===== src/rtl/ctrl_sequencer.sv =====
// ============================================================================
// ctrl_sequencer
// ----------------------------------------------------------------------------
// Control unit for the RISC microcontroller. It owns the
// LOAD/FETCH/DECODE/EXECUTE state machine and drives the enable/select set
// that the datapath expects. It also adds:
//   - a data-memory wait-state handshake for type-M instructions,
//   - a stall timeout that halts the core with a sticky fault,
//   - a software HALT instruction (OP=0000 with an all-ones low field).
//
// Optional feature:
//   CTRL_IRQ_EN  when defined, a level interrupt request is taken after the
//                final EXECUTE cycle of an instruction. The core then spends
//                one cycle in the IRQ state, loading the PC from the vector.
//                When undefined, irq is ignored and vec_sel/irq_ack stay 0.
//
// Parameters:
//   IR_W       instruction width (must be >= 8 + MODE_W)
//   MODE_W     ALU mode width
//   STALL_MAX  consecutive data-memory wait cycles allowed (1..255)
//
// Ports:
//   clk         system clock, rising-edge
//   rst         synchronous active-high reset
//   load_done   program load complete (only looked at in LOAD)
//   IR          instruction register contents
//   SR          status flags {O,S,C,Z}, indexed by the jump condition
//   dmem_ready  data memory completed its access this cycle
//   irq         interrupt request, level (only with CTRL_IRQ_EN)
//   stage       current state encoding
//   PC_E .. MUX2_Sel, ALU_Mode   datapath enables and selects
//   vec_sel     PC source is the interrupt vector
//   irq_ack     interrupt taken
//   halted      core is in HALT
//   fault       HALT was caused by a stall timeout (sticky until rst)
// ============================================================================
module ctrl_sequencer #(
    parameter int IR_W      = 12,
    parameter int MODE_W    = 4,
    parameter int STALL_MAX = 15
) (
    input  logic              clk,
    input  logic              rst,
    input  logic              load_done,
    input  logic [IR_W-1:0]   IR,
    input  logic [3:0]        SR,
    input  logic              dmem_ready,
    input  logic              irq,
    output logic [2:0]        stage,
    output logic              PC_E,
    output logic              Acc_E,
    output logic              SR_E,
    output logic              IR_E,
    output logic              DR_E,
    output logic              PMem_E,
    output logic              PMem_LE,
    output logic              DMem_E,
    output logic              DMem_WE,
    output logic              ALU_E,
    output logic              MUX1_Sel,
    output logic              MUX2_Sel,
    output logic [MODE_W-1:0] ALU_Mode,
    output logic              vec_sel,
    output logic              irq_ack,
    output logic              halted,
    output logic              fault
);

    localparam int LO_W = IR_W - 4;

    // The stall counter value seen during the last permitted wait cycle.
    // Waiting once more from this value would reach STALL_MAX.
    localparam logic [7:0] STALL_LAST = 8'(STALL_MAX - 1);

    typedef enum logic [2:0] {
        ST_LOAD    = 3'd0,
        ST_FETCH   = 3'd1,
        ST_DECODE  = 3'd2,
        ST_EXECUTE = 3'd3,
        ST_HALT    = 3'd4,
        ST_IRQ     = 3'd5
    } state_t;

    state_t          state;
    state_t          state_next;
    state_t          out_state;
    logic [7:0]      stall_cnt;
    logic            fault_q;

    logic [3:0]      op;
    logic [LO_W-1:0] lo;
    logic            is_type_m;
    logic            is_halt_instr;
    logic            mem_wait;
    logic            exec_done;
    logic            stall_expire;
    logic            take_irq;

    assign op = IR[IR_W-1 -: 4];
    assign lo = IR[LO_W-1:0];

    // Instruction classification used by both the next-state logic and the
    // output decode. A type-M instruction is the only kind that waits on the
    // data memory; everything else completes in a single EXECUTE cycle. The
    // stall timeout fires on the last allowed wait cycle when the memory is
    // still not ready, so a late dmem_ready on that same cycle still wins.
    always_comb begin
        is_type_m     = (op[3:1] == 3'b001);
        is_halt_instr = (op == 4'b0000) && (&lo);
        mem_wait      = (state == ST_EXECUTE) && is_type_m && !dmem_ready;
        exec_done     = (state == ST_EXECUTE) && !mem_wait;
        stall_expire  = mem_wait && (stall_cnt >= STALL_LAST);
    end

`ifdef CTRL_IRQ_EN
    // Interrupts are only considered once an instruction has completed.
    // A HALT instruction takes priority in the next-state logic, so an
    // interrupt can never be taken in the same cycle as HALT.
    always_comb begin
        take_irq = exec_done && irq;
    end
`else
    // Without interrupt support the request line is deliberately unused.
    logic unused_irq;

    always_comb begin
        take_irq   = 1'b0;
        unused_irq = irq;
    end
`endif

    // Next-state logic. HALT is terminal; only rst brings the core back to
    // LOAD. In EXECUTE the timeout check comes first because it only applies
    // while still waiting, and completion then chooses between HALT, IRQ and
    // the next FETCH.
    always_comb begin
        state_next = state;
        unique case (state)
            ST_LOAD: begin
                if (load_done) begin
                    state_next = ST_FETCH;
                end
            end
            ST_FETCH: begin
                state_next = ST_DECODE;
            end
            ST_DECODE: begin
                state_next = ST_EXECUTE;
            end
            ST_EXECUTE: begin
                if (stall_expire) begin
                    state_next = ST_HALT;
                end else if (exec_done) begin
                    if (is_halt_instr) begin
                        state_next = ST_HALT;
                    end else if (take_irq) begin
                        state_next = ST_IRQ;
                    end else begin
                        state_next = ST_FETCH;
                    end
                end
            end
            ST_HALT: begin
                state_next = ST_HALT;
            end
            ST_IRQ: begin
                state_next = ST_FETCH;
            end
            default: begin
                state_next = ST_LOAD;
            end
        endcase
    end

    // State register, stall counter and sticky fault flag. The counter is
    // cleared while DECODE hands over to EXECUTE, so every instruction
    // starts with a fresh count. It advances once per wait cycle and clears
    // again on completion. The fault flag is only cleared by rst.
    always_ff @(posedge clk) begin
        if (rst) begin
            state     <= ST_LOAD;
            stall_cnt <= '0;
            fault_q   <= 1'b0;
        end else begin
            state <= state_next;
            if (state == ST_DECODE) begin
                stall_cnt <= '0;
            end else if (state == ST_EXECUTE) begin
                if (mem_wait) begin
                    stall_cnt <= stall_cnt + 8'd1;
                end else begin
                    stall_cnt <= '0;
                end
            end
            if (stall_expire) begin
                fault_q <= 1'b1;
            end
        end
    end

    // While rst is high the outputs decode as LOAD, whatever the state
    // register still holds. That way an instruction interrupted by reset
    // issues no further EXECUTE enables.
    always_comb begin
        out_state = rst ? ST_LOAD : state;
    end

    // Output decode. Everything defaults to 0 and each state turns on only
    // what it needs. In a type-M wait cycle the PC, accumulator and status
    // enables are held off so nothing commits. The memory strobes, ALU
    // enable, mode and mux selects stay stable for the memory.
    always_comb begin
        PC_E     = 1'b0;
        Acc_E    = 1'b0;
        SR_E     = 1'b0;
        IR_E     = 1'b0;
        DR_E     = 1'b0;
        PMem_E   = 1'b0;
        PMem_LE  = 1'b0;
        DMem_E   = 1'b0;
        DMem_WE  = 1'b0;
        ALU_E    = 1'b0;
        MUX1_Sel = 1'b0;
        MUX2_Sel = 1'b0;
        ALU_Mode = '0;
        unique case (out_state)
            ST_LOAD: begin
                PMem_LE = 1'b1;
                PMem_E  = 1'b1;
            end
            ST_FETCH: begin
                IR_E   = 1'b1;
                PMem_E = 1'b1;
            end
            ST_DECODE: begin
                if (is_type_m) begin
                    DR_E   = 1'b1;
                    DMem_E = 1'b1;
                end
            end
            ST_EXECUTE: begin
                if (op[3]) begin
                    PC_E     = 1'b1;
                    Acc_E    = 1'b1;
                    SR_E     = 1'b1;
                    ALU_E    = 1'b1;
                    MUX1_Sel = 1'b1;
                    ALU_Mode = MODE_W'(op[2:0]);
                end else if (op[2]) begin
                    PC_E     = 1'b1;
                    MUX1_Sel = SR[op[1:0]];
                end else if (op[1]) begin
                    PC_E     = !mem_wait;
                    Acc_E    = op[0] && !mem_wait;
                    SR_E     = !mem_wait;
                    DMem_E   = !op[0];
                    DMem_WE  = !op[0];
                    ALU_E    = 1'b1;
                    MUX1_Sel = 1'b1;
                    MUX2_Sel = 1'b1;
                    ALU_Mode = lo[LO_W-1 -: MODE_W];
                end else if (op[0]) begin
                    PC_E     = 1'b1;
                    MUX1_Sel = 1'b0;
                end else if (!is_halt_instr) begin
                    PC_E     = 1'b1;
                    MUX1_Sel = 1'b1;
                end
            end
            ST_IRQ: begin
                PC_E = 1'b1;
            end
            default: begin
            end
        endcase
    end

    // Status outputs. stage mirrors the decoded state, so it reads 0 during
    // reset. fault is masked during reset even though the register only
    // clears on the edge.
    always_comb begin
        stage  = out_state;
        halted = (out_state == ST_HALT);
        fault  = fault_q && !rst;
    end

`ifdef CTRL_IRQ_EN
    // The IRQ state both acknowledges the request and steers the PC mux to
    // the vector for its single cycle.
    always_comb begin
        vec_sel = (out_state == ST_IRQ);
        irq_ack = (out_state == ST_IRQ);
    end
`else
    // Interrupts are not built in, so these outputs are tied off.
    always_comb begin
        vec_sel = 1'b0;
        irq_ack = 1'b0;
    end
`endif

endmodule


===== config.mk =====
export PLATFORM = sky130hd
export DESIGN_NAME = ctrl_sequencer
export DESIGN_NICKNAME = d
export VERILOG_FILES = /design/src/rtl/ctrl_sequencer.sv
export SDC_FILE = /design/constraint.sdc
export NUM_CORES = 1
export LEC_CHECK = 0
export CAP_MARGIN = 20
export CORE_AREA = 2 2 71 46
export CTS_BUF_LIST = sky130_fd_sc_hd__clkbuf_2 sky130_fd_sc_hd__clkbuf_4 sky130_fd_sc_hd__clkbuf_8
export DETAILED_ROUTE_END_ITERATION = 6
export DIE_AREA = 0 0 73 48
export PLACE_DENSITY = 0.75
export SLEW_MARGIN = 25
export SYNTH_ARGS = -nofsm -noshare
export SYNTH_HDL_FRONTEND = slang
export SYNTH_SLANG_ARGS = --single-unit

===== constraint.sdc =====
create_clock -name clk -period 2.9 [get_ports clk]
set_input_delay 0.87 -clock clk [delete_from_list [all_inputs] [get_ports clk]]
set_output_delay 0.87 -clock clk [all_outputs]
set_load 0.01 [all_outputs]

# Word level (Yosys, flattened, before mapping)
# Index checks and enable logic that the tools add are counted.
# totals
register_bits	12
inputBits	21
output_inout_bits	23
wordCells	85
# op_classes
addsub	1
order_cmp	2
eq_ne	13
mux	48
reduce_logical	18
# op_table
operator	count
$mux 1	34
$pmux 3 s6	1
$mux 4	4
$mux 3	5
$eq 3x2->1 const B	4
$eq 3x3->1 const B	4
$eq 3x1->1 const B	3
$add 8x1->8 const B	1
$ge 8x4->1 const B	1
$mux 8	1
$reduce_and 8->1	1
$logic_and 1x1->1	7
$logic_not 3->1	2
$logic_not 1->1	4
$logic_not 4->1	1
$pmux 1 s2	2
$reduce_or 2->1	2
$lt 2x3->1 const B	1
$ne 3x3->1 const B	1
$bmux 1 s2	1
$ne 2x2->1 const B	1
$reduce_and 2->1	1

# Logic depth before layout (Yosys ltp)
# logic_depth
depth_word	9
mapped_depth	6
mapped_depth_nobuf	6

# Worst setup path after synthesis
# Ideal clock, no wire load.
# synth_path
path_kind	input-to-output
start	in rst
end	out DMem_E
t_arrival_ns	1.964
required_time_ns	2.030
slack_ns	0.066
stages	4
n_path_buf	0
cell_sequence	nor2b_1 nand3b_1 nor3_1 or2_2
# synth_via
elab_chain_len	3
word_cells_on_any_way	4
cone_classes	eq/ne (2); mux (2)
# synth_rtl
element	line	source
from (decl)	43	input logic rst,
$mux 3 *	205	out_state = rst ? ST_LOAD : state;
$eq 3x2->1	226	unique case (out_state)
$pmux 1 s2 *	226	
to (decl)	57	output logic DMem_E,
# Every way passes the cells marked *; elsewhere a longest branch is shown, timed or not.

# Final worst setup path
# layout_path
start	in IR[1]
end	out PC_E
# layout_via
elab_chain_len	8
# layout_rtl
element	line	source
from (decl)	45	input logic [IR_W-1:0] IR,
$reduce_and 8->1	109	is_halt_instr = (op == 4'b0000) && (&lo);
$logic_and 1x1->1	109	
$mux 1	265	end else if (!is_halt_instr) begin
$mux 1	262	end else if (op[0]) begin
$mux 1	252	end else if (op[1]) begin
$mux 1	249	end else if (op[2]) begin
$mux 1	242	if (op[3]) begin
$pmux 1 s2	226	
to (decl)	50	output logic PC_E,
# Every way passes these cells.

==> run_results.csv <==
group,metric,value,unit
status,run_status,"completed",
setup_path,r2r_end,"stall_cnt[6]$_SDFFE_PP0N_",
route,post_drt_wl_per_cell,14.9,microns
clock_network,cts_tree,"done",
route,drt_iter0_drc,64,
synth,syn_inst,125,
synth,netlist_area,961,sq um
die,die_w,73,microns
setup_path,critPathArrivalTime,2.01,ns
setup_path,r2r-start,"state[0]$_SDFFE_PP0P_",
sta,hold_viol,0,
grt,use_met2,0.377,
power,comb_power_share,0.496,
route,antenna_left,0,
synth,ys_types,49,
layout,antenna_cells,0,
sta,finClkSkew,0.00132,ns
synth,synth_seq_area_share,0.250,
clock_network,insertion_delay,0.24,ns
flow_run,cap_violations,0,
sta,fmax,0.347,GHz
die,ios,44,
grt,met3_usage,0.0379,
synth,synth_seq_cells,12,
power,p_int,441,uW
synth,synthFlopType,"dfxtp_1",
sta,slew_headroom,0.649,
min_path,hold_path_class,"flip-flop to flip-flop",
placed_design,io_buffers,40,
die,start_util,0.344,
sta,whs,0.467,ns
power,p_sw_frac,0.335,
power,vdd_ir_drop_max,0.309,mV
power,power_switching,222,uW
sta,slew_viol_final,0,
clock_network,path_clk_slew,0.05,ns
min_path,whs_endpoint,"fault_q$_SDFFE_PP0P_",
clock_network,cts_hold_buffers,0,
sta,setup_viol,0,
die,die_h,48,microns
layout,drive_gt1_frac,0.347,
layout,stdcell_count,230,
min_path,hold_depth,2,
setup_path,r2r_slack,1.10,ns
sta,period_minus_slack,2.88,ns
sta,rsz0062_at_grt,"true",
grt,grt_overflow,0,
synth,synth_edf_count,0,
power,p_leak,0.769,nW
die,rows,15,
clock_network,cts_buffers,3,
power,p_seq_frac,0.283,
synth,ys_warn_count,0,
grt,grt_first_pass_wirelength,5320,microns
synth,synthArstFlopShare,0,
grt,grt_max_degree,13,
route,dr.pass1.iters,4,
clock_network,htreeDepth,1,
grt,grt.busiest_layer,"met2",
sta,tightest_slew,0.521,ns
setup_path,worstSetupPathType,"primary input to primary output",
setup_path,reg2reg_depth,6,
setup_path,cp.required,2.03,ns
sta,period_share,0.993,
grt,grt_use_met1,0.273,
placed_design,dp.cells,218,
synth,synth_most_common_cell,"nor2_1",
setup_path,cp_max_fo,2,
grt,antenna_found_initial,0,
placed_design,place_ws,-0.717,ns
synth,synth_largest_area_cell,"dfxtp_1",
setup_path,end_kind,"primary output",
synth,avgSynthCellArea,7.69,sq um
clock_network,clock-root-buffer,"clkbuf_8",
layout,postLayoutCoreUtil,0.609,
die,dieArea,3500,sq um
setup_path,cp-start-kind,"primary input",
synth,yosysTopAreaCellShare,0.250,
placed_design,gp_congestion,0.859,
clock_network,clkSinkCount,12,
placed_design,dp_hpwl,2640,microns
grt,grt_pass1_vias,1124,
route,post-route-drc-count,0,
clock_network,clockBufferDepth,2,
route,routed_wl,3430,microns
layout,fillers,255,
power,power.density,390,nW/um^2
grt,grt_use_total,0.209,
route,vias,1224,
synth,yosys-top-cells-count,"nor2_1, dfxtp_1, a21oi_1",
sta,timing.final.ws_setup,0.0210,ns
power,clockPowerShare,0.221,
layout,final_net_count,221,
min_path,min_from,"fault_q$_SDFFE_PP0P_",
layout,synthToLayoutAreaGrowth,77.1,%
synth,synth_area_leaders,"dfxtp_1, a21oi_1, nor2_1",
route,vias_per_cell,5.32,
die,core,2800,sq um
==> stage by stage <==
stage	total power, mW	cell area [sq um]	TNS (ns)
2_1_floorplan	0.340	965	0
3_3_place_gp	0.485	1560	-10.41
3_5_place_dp	0.495	1560	-10.65
4_1_cts	0.661	1670	0
5_1_grt	0.705	1700	-0.0605
6_report	0.663	1700	0
==> area by class of cell <==
type	count	area, sq um	area share
clock buffer	3	41.3	0.0243
inverter	2	7.51	0.00441
multi-input combinational	104	741	0.435
sequential	12	240	0.141
tap	34	42.5	0.0250
timing repair buffer	75	629	0.370
==> critical path, cell delays in order <==
cell and delay [ns]:
clkdlybuf4s15_1 0.17, and4_1 0.19, and4_1 0.21, or2b_1 0.26
o22ai_2 0.15, buf_2 0.15
==> cell usage in the layout (no fill, tap or decap), types with 4 or more instances in the layout <==
master / Yosys / routed
dfxtp_1: 12 / 12
clkdlybuf4s50_1: 0 / 9
o21ai_0: 5 / 4
buf_6: 1 / 4
dlygate4sd2_1: 0 / 7
nand3_1: 4 / 4
nor3_1: 5 / 4
nor2_1: 14 / 14
a21oi_1: 11 / 11
nand3b_1: 4 / 4
buf_4: 2 / 34
nand2_1: 4 / 4
clkdlybuf4s15_1: 0 / 10
buf_2: 2 / 8
==> power groups by stage <==
stage          clock, mW  combinational (mW)  sequential, mW
6_report           0.147               0.329           0.187
5_1_grt            0.162               0.355           0.188
4_1_cts            0.154               0.320           0.187
3_5_place_dp           0               0.306           0.189
3_3_place_gp           0               0.297           0.189
2_1_floorplan          0               0.156           0.184
==> state kept, by name (all words and copies together) (netlist names) <==
register and cells:
fault_q 1, stall_cnt 8, state 3
==> per-layer routing <==
layer / routed length (microns) / up-vias
li1: - / 603
met1: 1700 / 592
met3: 127 / 2
met4: 10 / 0
met2: 1590 / 27
met5: 0 / -
==> how the worst max path moves through the flow <==
stage / from / endpoint / cells past startpoint
final: IR[1] / PC_E / 6
after global routing: rst / PC_E / 8
after CTS: rst / PMem_E / 6
after detailed placement: rst / Acc_E / 5
after global placement: rst / Acc_E / 5
after floorplan: rst / DMem_E / 4
==> kinds of logic after synthesis <==
family / Yosys count / synth area share
mux: 2 / 0.0221
flops: 12 / 0.250
simple gates: 64 / 0.414
fa+ha+maj: 2 / 0.0260
xor+xnor: 1 / 0.00912
compound gates: 33 / 0.217
buf+inv: 10 / 0.0573
other cells: 1 / 0.00390
==> repair_timing <==
action / CTS / global route
resized for setup: 85 / 13
endpoints found under the setup margin: 21 / 10
setup buffers: 7 / 2
pin swaps: 6 / 6
No activity file was read; power rests on OpenSTA's default activity.
==> RTL change 1: new RTL, same flow settings <==
Put a register stage on the output `fault`, cleared by the reset. The value now appears one clock later. The other outputs are not delayed to match.
--- a/src/rtl/ctrl_sequencer.sv
+++ b/src/rtl/ctrl_sequencer.sv
@@ -82,4 +82,6 @@
     } state_t;
 
+    logic fault_d;
+
     state_t          state;
     state_t          state_next;
@@ -282,5 +284,5 @@
         stage  = out_state;
         halted = (out_state == ST_HALT);
-        fault  = fault_q && !rst;
+        fault_d = fault_q && !rst;
     end
 
@@ -300,4 +302,12 @@
 `endif
 
+    always_ff @(posedge clk) begin
+        if (rst) begin
+            fault <= '0;
+        end else begin
+            fault <= fault_d;
+        end
+    end
+
 endmodule
 
Check against the original RTL: no difference found for any inputs over 10 cycles, from zero or initial values and one cycle with rst high; that may be too few to reach the edited logic, so the function may still have changed.
==> RTL change 1 against the original RTL <==
The run now ends with negative setup slack left. Worst hold slack worse by 0.0054 ns. Count of clock-buffer cells in the layout increased by 1. Maximum frequency fell by 3.4%. Global-route usage fell by 0.60 points. Utilization fell by 2.5 points. Synthesized cell count grew 3.2%. Cell area decreased by 4.0%. Worst setup slack got worse by 0.10 ns. Via count decreased by 1.8%. Sequential cell count up 1. Wire length is 2.9% higher. Area after synthesis down 1.3%. Critical path type unchanged.
Power is not compared: it rests on default switching activity, and its combinational part moved more than twofold at a synthesized area within 25%.
==> RTL change 1: results (changes against the original RTL) <==
<table>
<tr><th>Metric</th><th>Value</th></tr>
<tr><th colspan="2">Run status</th></tr>
<tr><td>Status</td><td>finished with violations</td></tr>
<tr><td>Violated checks</td><td>negative setup slack</td></tr>
<tr><th colspan="2">Finish</th></tr>
<tr><td>Final core occ</td><td>58.4% (-2.5 points)</td></tr>
<tr><td>Count of sequential standard cells</td><td>13 (+1)</td></tr>
<tr><td>Number of fillers in the final layout</td><td>268 (+5.1%)</td></tr>
<tr><td>Number of nets in the final layout</td><td>223 (+0.90%)</td></tr>
<tr><td>CLK BUF</td><td>4 (+1)</td></tr>
<tr><td>Regs by FF count</td><td>stall_cnt (8), state (3)</td></tr>
<tr><th colspan="2">STA</th></tr>
<tr><td>Final setup margin</td><td>-0.0807 ns (-0.102 ns)</td></tr>
<tr><td>Layout Skew</td><td>0.00167 ns (+0.000348 ns)</td></tr>
<tr><td>Final setup violating endpoints</td><td>2 (+2)</td></tr>
<tr><td>Worst hold margin</td><td>0.462 ns (-0.00544 ns)</td></tr>
<tr><th colspan="2">Logic synthesis</th></tr>
<tr><td>Synth Area in Adders</td><td>2.64% (+0.034 points)</td></tr>
<tr><td>Top cells by area in the synthesized netlist</td><td>sky130_fd_sc_hd__dfxtp_1, sky130_fd_sc_hd__nor2_1, sky130_fd_sc_hd__a21oi_1</td></tr>
<tr><td>Compound-gate portion of the synthesized area</td><td>22.6% (+0.81 points)</td></tr>
<tr><td>Top cells by count, synth</td><td>sky130_fd_sc_hd__nor2_1, sky130_fd_sc_hd__dfxtp_1, sky130_fd_sc_hd__a21oi_1</td></tr>
<tr><th colspan="2">Drt</th></tr>
<tr><td>DR WL met3</td><td>178 um (+40%)</td></tr>
<tr><td>Number of violations reported at the end of detailed-routing iteration 0</td><td>68 (+6.3%)</td></tr>
<tr><td>Routed via count divided by cell count</td><td>5.16 (-3.1%)</td></tr>
<tr><td>Final Routed Wirelength</td><td>3.53 mm (+2.9%)</td></tr>
<tr><td>Detailed-route wire length per cell</td><td>15.1 um (+1.6%)</td></tr>
<tr><th colspan="2">Place</th></tr>
<tr><td>Routability congestion estimate from global placement</td><td>0.844 (-1.8%)</td></tr>
<tr><td>Post-place setup slack</td><td>-0.896 ns (-0.180 ns)</td></tr>
<tr><th colspan="2">Setup path</th></tr>
<tr><td>Signal arrival time at the worst endpoint</td><td>2.11 ns (+0.10 ns)</td></tr>
<tr><td>CP max-delay cell</td><td>sky130_fd_sc_hd__or4b_4</td></tr>
<tr><th colspan="2">Global routing</th></tr>
<tr><td>Met2 layer usage reported by global route</td><td>31.5% (-6.1 points)</td></tr>
<tr><td>GRT Resource Usage Total</td><td>20.3% (-0.60 points)</td></tr>
</table>
[RTL change 1: repair_timing]
action / CTS / global route
gates resized for setup: 98 / 15
endpoints found under the setup margin: 20 / 12
buffers inserted: 7 / 1
pin swaps: 10 / 6
[RTL change 1: worst reg2reg max path: stages (launching register included)]
cell and delay [ns]:
sky130_fd_sc_hd__dfxtp_1 0.31, sky130_fd_sc_hd__nand3b_1 0.28, sky130_fd_sc_hd__buf_4 0.25, sky130_fd_sc_hd__or2_1 0.24, sky130_fd_sc_hd__or4_1 0.51, sky130_fd_sc_hd__a21oi_1 0.15
[RTL change 1: power by group through the flow]
stage / clock network (mW) / registers (mW) / logic (mW)
after global placement: 0 / 0.188 / 0.127
after detailed placement: 0 / 0.188 / 0.131
after floorplan: 0 / 0.189 / 0.0506
after CTS: 0.179 / 0.184 / 0.130
after global routing: 0.194 / 0.185 / 0.142
final: 0.176 / 0.184 / 0.134
==> RTL change 2: new RTL, config.mk and constraints unchanged <==
Made on the original files. Add a define of `CTRL_IRQ_EN`.
--- a/src/rtl/ctrl_sequencer.sv
+++ b/src/rtl/ctrl_sequencer.sv
@@ -35,4 +35,6 @@
 //   fault       HALT was caused by a stall timeout (sticky until rst)
 // ============================================================================
+`define CTRL_IRQ_EN
+
 module ctrl_sequencer #(
     parameter int IR_W      = 12,
Formal check against the unedited RTL: not equivalent (a bounded check fails within 10 cycles, from zero or initial values and one cycle with rst high).
==> RTL change 2 against the original RTL <==
Worst setup slack better by 0.052 ns. Cell area is 0.96% lower. Area after synthesis stayed put. Non-clock buffer count is 2 higher. Die area stayed put. Critical path depth is 1 lower. Utilization is 0.58 points lower. Wire length is 3.6% higher. First-iteration DRC count is 33% higher. Maximum frequency is 1.8% higher. Sequential cell count stayed put.
Power is not compared: it rests on default switching activity, and its combinational part moved more than twofold at a synthesized area within 25%.
==> RTL change 2: results (changes against the original RTL) <==
<table>
<tr><th>Metric</th><th>Value</th></tr>
<tr><th colspan="2">Drt</th></tr>
<tr><td>Routed via count divided by cell count</td><td>5.22 (-2.0%)</td></tr>
<tr><td>Detailed-route wire length per cell</td><td>14.9 um (-0.28%)</td></tr>
<tr><td>Number of violations reported at the end of detailed-routing iteration 0</td><td>85 (+33%)</td></tr>
<tr><th colspan="2">Logic synthesis</th></tr>
<tr><td>Compound-gate portion of the synthesized area</td><td>20.6% (-1.2 points)</td></tr>
<tr><td>Top cells by count, synth</td><td>sky130_fd_sc_hd__nor2_1, sky130_fd_sc_hd__dfxtp_1, sky130_fd_sc_hd__nand2_1</td></tr>
<tr><td>Multiplexer fraction of the synthesized cell area</td><td>0% (-2.2 points)</td></tr>
<tr><td>Number of distinct library cells after synthesis</td><td>36 (-27%)</td></tr>
<tr><td>Per-instance average area after synthesis</td><td>7.28 um^2 (-5.3%)</td></tr>
<tr><th colspan="2">Global routing</th></tr>
<tr><td>Via count of the first global-routing pass</td><td>1,158 (+3.0%)</td></tr>
<tr><td>Met1 track demand over resource</td><td>30.9% (+3.6 points)</td></tr>
<tr><td>Met2 layer usage reported by global route</td><td>36.0% (-1.6 points)</td></tr>
<tr><td>Met3 Resource Use GR</td><td>5.05% (+1.3 points)</td></tr>
<tr><td>GRT Resource Usage Total</td><td>22.4% (+1.4 points)</td></tr>
<tr><th colspan="2">Hold path</th></tr>
<tr><td>Path category of the worst min-delay check</td><td>reg2reg</td></tr>
<tr><th colspan="2">Setup path</th></tr>
<tr><td>CP max-delay cell</td><td>sky130_fd_sc_hd__nor4b_4</td></tr>
<tr><td>Crit-path max cell delay</td><td>0.38 ns (+0.12 ns)</td></tr>
<tr><td>Setup slack of the worst register-to-register path</td><td>1.26 ns (+0.16 ns)</td></tr>
<tr><td>Capturing point of the worst reg2reg path</td><td>stall_cnt[5]</td></tr>
<tr><td>Signal arrival time at the worst endpoint</td><td>1.96 ns (-0.05 ns)</td></tr>
<tr><td>Launch point of the critical path</td><td>IR[11]</td></tr>
<tr><td>Number of cells on the worst reg-to-reg path</td><td>5 (-1)</td></tr>
<tr><th colspan="2">Place</th></tr>
<tr><td>Final HPWL DP</td><td>2.73 mm (+3.3%)</td></tr>
<tr><td>Buffers on Ports</td><td>43 (+7.5%)</td></tr>
<tr><td>Routability congestion estimate from global placement</td><td>0.855 (-0.52%)</td></tr>
<tr><td>Number of cells in the design after placement</td><td>225 (+3.2%)</td></tr>
<tr><th colspan="2">STA</th></tr>
<tr><td>Layout Skew</td><td>0.00391 ns (+0.00259 ns)</td></tr>
<tr><td>Worst relative slew slack</td><td>72.6% (+7.6 points)</td></tr>
<tr><td>Worst hold margin</td><td>0.478 ns (+0.0111 ns)</td></tr>
<tr><th colspan="2">Run status</th></tr>
<tr><td>Status</td><td>finished clean</td></tr>
</table>
==> RTL change 2: repair_timing <==
action,4_1_cts,5_1_grt
pin swaps,10,4
resized for setup,70,25
setup buffers,10,0
cloned,0,0
setup endpoints to repair,23,13
==> RTL change 2: worst max path at each step <==
stage,end,slack (ns),depth (start not counted)
global placement,PC_E,-0.66,5
detailed placement,PC_E,-0.73,5
CTS,PC_E,-0.02,5
floorplan,DMem_E,0.009,5
finish,PC_E,0.07,5
global route,MUX1_Sel,0.004,6
==> RTL change 2: stage by stage <==
stage	util (%)	instance area (um^2)	setup TNS, ns
6_report	60.3	1690	0
5_1_grt	60.3	1690	0
4_1_cts	60.7	1700	-0.0192
3_5_place_dp	56.4	1580	-12.15
3_3_place_gp	56.4	1580	-11.46
2_1_floorplan	-	975	0
==> RTL change 2: layout make-up <==
type	count	area (um^2)
Clock buffer	4	55.1
Fill cell	237	1110
Inverter	4	15.0
Multi-Input combinational cell	108	707
Sequential cell	12	240
Tap cell	34	42.5
Timing Repair Buffer	77	626
==> RTL change 2: layer usage <==
layer  share of wire [%]  routed length [um]
met5                   0                   0
met3                 5.2                 185
met1                  49                1750
met4                0.42                  15
met2                  45                1610
==> RTL change 2: critical path: cells and delay by family <==
family / cells / cell delay, ns
AOI/OAI and AO/OA: 1 / 0.25
buffers and inverters: 2 / 0.37
and+or+nand+nor: 2 / 0.47
==> RTL change 2: power by group through the flow <==
| stage | clock network [mW] | registers, mW | logic, mW |
|---|---|---|---|
| after CTS | 0.189 | 0.176 | 0.138 |
| after global placement | 0 | 0.180 | 0.139 |
| after global routing | 0.197 | 0.178 | 0.153 |
| final | 0.187 | 0.178 | 0.143 |
| after detailed placement | 0 | 0.180 | 0.141 |
| after floorplan | 0 | 0.176 | 0.0686 |
